<file path="src/rtl/pipe_ctrl_unit.sv">
// Control path for the 5-stage RV32I core: ID decode, ID/EX -> EX/MEM -> MEM/WB
// control registers, stall/flush handling and the ECALL/illegal halt sequencer.
module pipe_ctrl_unit #(
  parameter int DRAIN_CYCLES      = 3,
  parameter int HALT_ON_ILLEGAL   = 0,
  parameter int ECALL_ALWAYS_HALT = 0
) (
  input  logic       clk,
  input  logic       reset,
  input  logic [6:0] opcode,
  input  logic       id_valid,
  input  logic       ecall_halt_cond,
  input  logic       stall,
  input  logic       flush,
  output logic       pc_write,
  output logic       ifid_write,
  output logic       if_flush,
  output logic       ex_valid,
  output logic       ex_alu_src,
  output logic       ex_is_jal,
  output logic       ex_is_jalr,
  output logic       ex_branch,
  output logic [6:0] ex_alu_op,
  output logic       mem_valid,
  output logic       mem_read,
  output logic       mem_write,
  output logic       wb_valid,
  output logic       wb_mem_to_reg,
  output logic       wb_reg_write,
  output logic       wb_pc_to_reg,
  output logic       halted,
  output logic       illegal_inst
);

  localparam logic [6:0] OP_R      = 7'b0110011;
  localparam logic [6:0] OP_I      = 7'b0010011;
  localparam logic [6:0] OP_LOAD   = 7'b0000011;
  localparam logic [6:0] OP_STORE  = 7'b0100011;
  localparam logic [6:0] OP_BRANCH = 7'b1100011;
  localparam logic [6:0] OP_JAL    = 7'b1101111;
  localparam logic [6:0] OP_JALR   = 7'b1100111;
  localparam logic [6:0] OP_ECALL  = 7'b1110011;

  typedef struct packed {
    logic       valid;
    logic       alu_src;
    logic       is_jal;
    logic       is_jalr;
    logic       branch;
    logic       mem_read;
    logic       mem_write;
    logic       mem_to_reg;
    logic       reg_write;
    logic       pc_to_reg;
    logic [6:0] alu_op;
  } ex_ctl_t;

  typedef struct packed {
    logic valid;
    logic mem_read;
    logic mem_write;
    logic mem_to_reg;
    logic reg_write;
    logic pc_to_reg;
  } mem_ctl_t;

  typedef struct packed {
    logic valid;
    logic mem_to_reg;
    logic reg_write;
    logic pc_to_reg;
  } wb_ctl_t;

  typedef enum logic [1:0] {RUN, DRAIN, HALTED} state_t;

  state_t   state_reg;
  logic [3:0] drain_cnt_reg;
  logic     illegal_reg;
  ex_ctl_t  idex_reg;
  mem_ctl_t exmem_reg;
  wb_ctl_t  memwb_reg;

  ex_ctl_t  dec;
  logic     is_ecall;
  logic     is_illegal;
  logic     accept;
  logic     halt_cause;

  always_comb begin
    dec        = '0;
    is_ecall   = 1'b0;
    is_illegal = 1'b0;
    if (id_valid) begin
      dec.valid  = 1'b1;
      dec.alu_op = opcode;
      case (opcode)
        OP_R:      dec.reg_write = 1'b1;
        OP_I:      begin dec.alu_src = 1'b1; dec.reg_write = 1'b1; end
        OP_LOAD:   begin
                     dec.alu_src    = 1'b1;
                     dec.mem_read   = 1'b1;
                     dec.mem_to_reg = 1'b1;
                     dec.reg_write  = 1'b1;
                   end
        OP_STORE:  begin dec.alu_src = 1'b1; dec.mem_write = 1'b1; end
        OP_BRANCH: dec.branch = 1'b1;
        OP_JAL:    begin
                     dec.is_jal    = 1'b1;
                     dec.alu_src   = 1'b1;
                     dec.reg_write = 1'b1;
                     dec.pc_to_reg = 1'b1;
                   end
        OP_JALR:   begin
                     dec.is_jalr   = 1'b1;
                     dec.alu_src   = 1'b1;
                     dec.reg_write = 1'b1;
                     dec.pc_to_reg = 1'b1;
                   end
        OP_ECALL:  is_ecall = 1'b1;
        default:   begin
                     // Illegal opcodes travel as an all-zero bubble.
                     dec        = '0;
                     is_illegal = 1'b1;
                   end
      endcase
    end
  end

  assign accept     = (state_reg == RUN) && !flush && !stall && id_valid;
  assign halt_cause = (is_ecall && (ecall_halt_cond || (ECALL_ALWAYS_HALT != 0))) ||
                      (is_illegal && (HALT_ON_ILLEGAL != 0));

  always_ff @(posedge clk or negedge reset) begin
    if (!reset) begin
      state_reg     <= RUN;
      drain_cnt_reg <= '0;
      illegal_reg   <= 1'b0;
      idex_reg      <= '0;
      exmem_reg     <= '0;
      memwb_reg     <= '0;
    end else begin
      // Later stages always advance; only ID/EX sees stall/flush/halt.
      exmem_reg <= '{valid: idex_reg.valid, mem_read: idex_reg.mem_read,
                     mem_write: idex_reg.mem_write, mem_to_reg: idex_reg.mem_to_reg,
                     reg_write: idex_reg.reg_write, pc_to_reg: idex_reg.pc_to_reg};
      memwb_reg <= '{valid: exmem_reg.valid, mem_to_reg: exmem_reg.mem_to_reg,
                     reg_write: exmem_reg.reg_write, pc_to_reg: exmem_reg.pc_to_reg};
      case (state_reg)
        RUN: begin
          idex_reg <= accept ? dec : '0;
          if (accept && is_illegal) illegal_reg <= 1'b1;
          if (accept && halt_cause) begin
            state_reg     <= DRAIN;
            drain_cnt_reg <= 4'(DRAIN_CYCLES);
          end
        end
        DRAIN: begin
          idex_reg      <= '0;
          drain_cnt_reg <= drain_cnt_reg - 4'd1;
          if (drain_cnt_reg == 4'd1) state_reg <= HALTED;
        end
        default: idex_reg <= '0;
      endcase
    end
  end

  // Front-end enables respond in the same cycle as the hazard inputs.
  assign pc_write     = (state_reg == RUN) && (flush || !stall);
  assign ifid_write   = (state_reg == RUN) && (flush || !stall);
  assign if_flush     = (state_reg == RUN) && flush;
  assign halted       = (state_reg == HALTED);
  assign illegal_inst = illegal_reg;

  assign ex_valid      = idex_reg.valid;
  assign ex_alu_src    = idex_reg.alu_src;
  assign ex_is_jal     = idex_reg.is_jal;
  assign ex_is_jalr    = idex_reg.is_jalr;
  assign ex_branch     = idex_reg.branch;
  assign ex_alu_op     = idex_reg.alu_op;
  assign mem_valid     = exmem_reg.valid;
  assign mem_read      = exmem_reg.mem_read;
  assign mem_write     = exmem_reg.mem_write;
  assign wb_valid      = memwb_reg.valid;
  assign wb_mem_to_reg = memwb_reg.mem_to_reg;
  assign wb_reg_write  = memwb_reg.reg_write;
  assign wb_pc_to_reg  = memwb_reg.pc_to_reg;

endmodule

</file>
<file path="config.mk">
export PLATFORM = sky130hd
export DESIGN_NAME = pipe_ctrl_unit
export DESIGN_NICKNAME = d
export VERILOG_FILES = /design/src/rtl/pipe_ctrl_unit.sv
export SDC_FILE = /design/constraint.sdc
export NUM_CORES = 1
export LEC_CHECK = 0
export BUFFER_PORTS_ARGS = -buffer_cell sky130_fd_sc_hd__buf_4
export CAP_MARGIN = 20
export CELL_PAD_IN_SITES_DETAIL_PLACEMENT = 0
export CELL_PAD_IN_SITES_GLOBAL_PLACEMENT = 2
export CORE_MARGIN = 5
export CORE_UTILIZATION = 32
export CTS_CLUSTER_DIAMETER = 150
export DETAILED_ROUTE_END_ITERATION = 6
export PLACE_DENSITY = 0.87
export SLEW_MARGIN = 40
export SYNTH_ARGS = -nofsm -noshare
export SYNTH_HDL_FRONTEND = slang
export SYNTH_SLANG_ARGS = --single-unit
export TNS_END_PERCENT = 100
</file>
<file path="constraint.sdc">
create_clock -name clk -period 2.7 [get_ports clk]
set_input_delay 0.54 -clock clk [delete_from_list [all_inputs] [get_ports clk]]
set_output_delay 0.54 -clock clk [all_outputs]
set_load 0.01 [all_outputs]
</file>
==> results.md <==
* Drt initial violations at 21
* CTS tree: yes
* Cell count after synthesis at roughly 110
* Reg clk slew, reported paths at 60 ps
* Slew of the pin with the lowest slew margin at slightly above 500 ps
* Mux share of post-synthesis cell area at 0%
* Post-CTS setup buffers at 0
* Setup CP Type: reg2reg
* Avg Inst Size Synth at 11.7 sq um
* Setup crit end kind: register
* Largest net degree at the start of global routing at 33
* Global routing usage on met1 at 13.5%
* Peak Freq at slightly below 0.5 GHz
* Worst setup margin at 688 ps
* Flop pwr share at 54.5%
* Layout cells sized above 1 at 32.6%
* Root buf cell: clkbuf_8
* Hpwl dp at roughly 1800 um
* Met2 Usage GRT at 14.2%
* Final Slew Violations at 0
* Leading area contributor after synthesis: dfrtp_1
* First-pass GRT wire length at about 4100 um
* Via count at 870
* Setup violators final at 0
* Pint at between 700 and 800 uW
* IO buf count at 36
* Core ar. at between 3000 and 4000 sq um
* GR Util All Layers at 10.1%
* Synth Area in Compound Gates at 8.17%
* Clk network pwr share at about 41%
* Register bit count reported by yosys at 32
* Max VDD drop at 0.218 mV
* Clock tree buffer depth at 2
* Adder-Cell Fraction of Synth Area at 1.92%
* Routed Antenna Nets at 0
* Global placer's final weighted congestion at around 0.82
* Max reg flops at 7
* GRT overflow at 0
* XOR/XNOR Fraction of Synth Area at 0.673%
* DR pass1 iterations at 4
* WP data required at 2860 ps
* Via-to-Cell Ratio at 4.48
* Synth top area share at around three fifths
* Final core utilization at 41.4%
* Clock Skew at 3.53 ps
* # DRC at 0
* Nature of the critical path startpoint: register
* Num rows at 23
* Global Route met3 Usage at 3.56%
* Run status: completed
* Leak pwr at 0.837 nW
* Final hold vios at 0
* H-tree depth at 2
* Post-DR wirelength/cell at between 10 and 15 um
* Sw Ratio at 20.1%
* Die area at 5440 sq um
* Die W at approximately 74 um
* Cts repair resizes at 0
* Async SR Flop Fraction at 100%
* Synth top area cells: dfrtp_1 (62%), buf_4 (4.6%), nor3_1 (2.3%), inv_1 (2.0%), nor2_1 (2.0%)
* HP Class: in2async
* Post-synth top cells: dfrtp_1 (32), buf_4 (8), inv_1 (7), nor2_1 (7)
* Initial antenna violation count at 0
* Cts bufs inserted at 5
* Distinct cell type count after synthesis at 33
* Final net count at 158
* TNS Setup at 0 ps
* Predominant post-synthesis flop cell: dfrtp_1
* Pwr Density at about 540 nW/um^2
* Simple-gate portion of the synthesized area at about a fifth
* RSZ-0062 raised after global routing: false
* Tmin final at 2010 ps
* Logic pwr share at 4.4%
* Initial Utilization at 32.8%
* Pre-CTS WS at between 500 and 600 ps
* Max-Cap Viols at 0
* Number of flops mapped to enable cells by yosys at 0
* ANT cells at 0
* Total power at 882 uW
* Switching power at between 150 and 200 uW
* Yosys Warn Count at 0
* Seq/Total Area, Yosys at 61.5%
* Post-Syn Area at around 1300 sq um
* GR peak layer: met2
* Vias in the first global route at 868
* Clock Sinks at 32
* Area delta synth->final at 26.4%
* Die height at 73.8 um
* Crit path DAT at roughly 2200 ps
* Slew HR at 65.6%
* Worst-Skew Late Latency at between 200 and 300 ps
* Total wire length at 2410 um
* Fin crit share at 74.5%
* Crit Path Max Fanout at 9
* Most frequent cell after synthesis: dfrtp_1
* Post-synthesis net count at 126
* Ports at 37
* CTS Hold Buffers Added at 0
* Largest family of logic cells by synthesized area: simple AND/OR/NAND/NOR gates
-- power groups by stage --
stage / Combinational [mW] / Sequential, mW / Clock [mW]
3_5_place_dp: 0.0398 / 0.489 / 0
3_3_place_gp: 0.0389 / 0.489 / 0
6_report: 0.0391 / 0.481 / 0.362
5_1_grt: 0.0444 / 0.480 / 0.399
4_1_cts: 0.0399 / 0.481 / 0.375
2_1_floorplan: 0.00881 / 0.490 / 0
-- critical path, cell delays in order, from the launching register on --
cell     delay [ps]
dfrtp_1         470
or4b_4          600
or4_4           560
a211o_1         270
-- metrics by stage --
stage / hold slack (ps) / area (sq um) / std cells
3_5_place_dp: 335 / 1560 / 186
3_3_place_gp: 333 / 1560 / 186
5_1_grt: 205 / 1650 / 194
6_report: 180 / 1650 / 194
2_1_floorplan: 244 / 1300 / 111
4_1_cts: 188 / 1650 / 194
-- layout by cell type, fill, tap and decap left out, types with 2 or more instances in the layout --
cell type,count
a211o_1,2
nor2_1,7
clkbuf_8,6
a211oi_1,3
buf_4,36
and3_1,4
nor3_1,6
a31o_2,2
inv_1,7
ha_1,2
clkbuf_1,2
and2_1,2
nor2b_1,2
nand2_1,6
dfrtp_1,32
or3_1,4
a21oi_1,5
-- area by class of cell --
| cell class | instances | area, sq um |
|---|---|---|
| Clock buffer | 8 | 90.1 |
| Fill cell | 396 | 2330 |
| Inverter | 7 | 26.3 |
| Multi-Input combinational cell | 61 | 395 |
| Sequential cell | 32 | 801 |
| Tap cell | 50 | 62.6 |
| Timing Repair Buffer | 36 | 270 |
-- path summary, 6_finish.rpt --
| path | start | to | slack, ps | cells after the start |
|---|---|---|---|---|
| min reg2reg | idex_reg[7] | exmem_reg[0] | 350 | 0 |
| max | state_reg[0] | drain_cnt_reg[3] | 690 | 3 |
| max reg2reg | state_reg[0] | drain_cnt_reg[3] | 690 | 3 |
| max in group asynchronous | reset | state_reg[1] | 2240 | 1 |
| min in group clk | idex_reg[7] | exmem_reg[0] | 350 | 0 |
| min | reset | ex_alu_op[3] | 180 | 1 |
-- routing by layer --
| metal | vias to the layer above | share of wire (%) |
|---|---|---|
| li1 | 434 | - |
| met1 | 399 | 44 |
| met2 | 32 | 44 |
| met3 | 5 | 8.8 |
| met4 | 0 | 2.6 |
| met5 | - | 0 |
-- kinds of logic (layout without fill, tap and decap cells) --
| family | Yosys count | in the layout |
|---|---|---|
| and+or+nand+nor | 43 | 43 |
| DFF | 32 | 32 |
| buffers and inverters | 18 | 51 |
| AOI/OAI and AO/OA | 15 | 15 |
| adders and majority gates | 2 | 2 |
| xor gates and xnor gates | 1 | 1 |
Note: power is estimated with default switching activity, not from simulation.
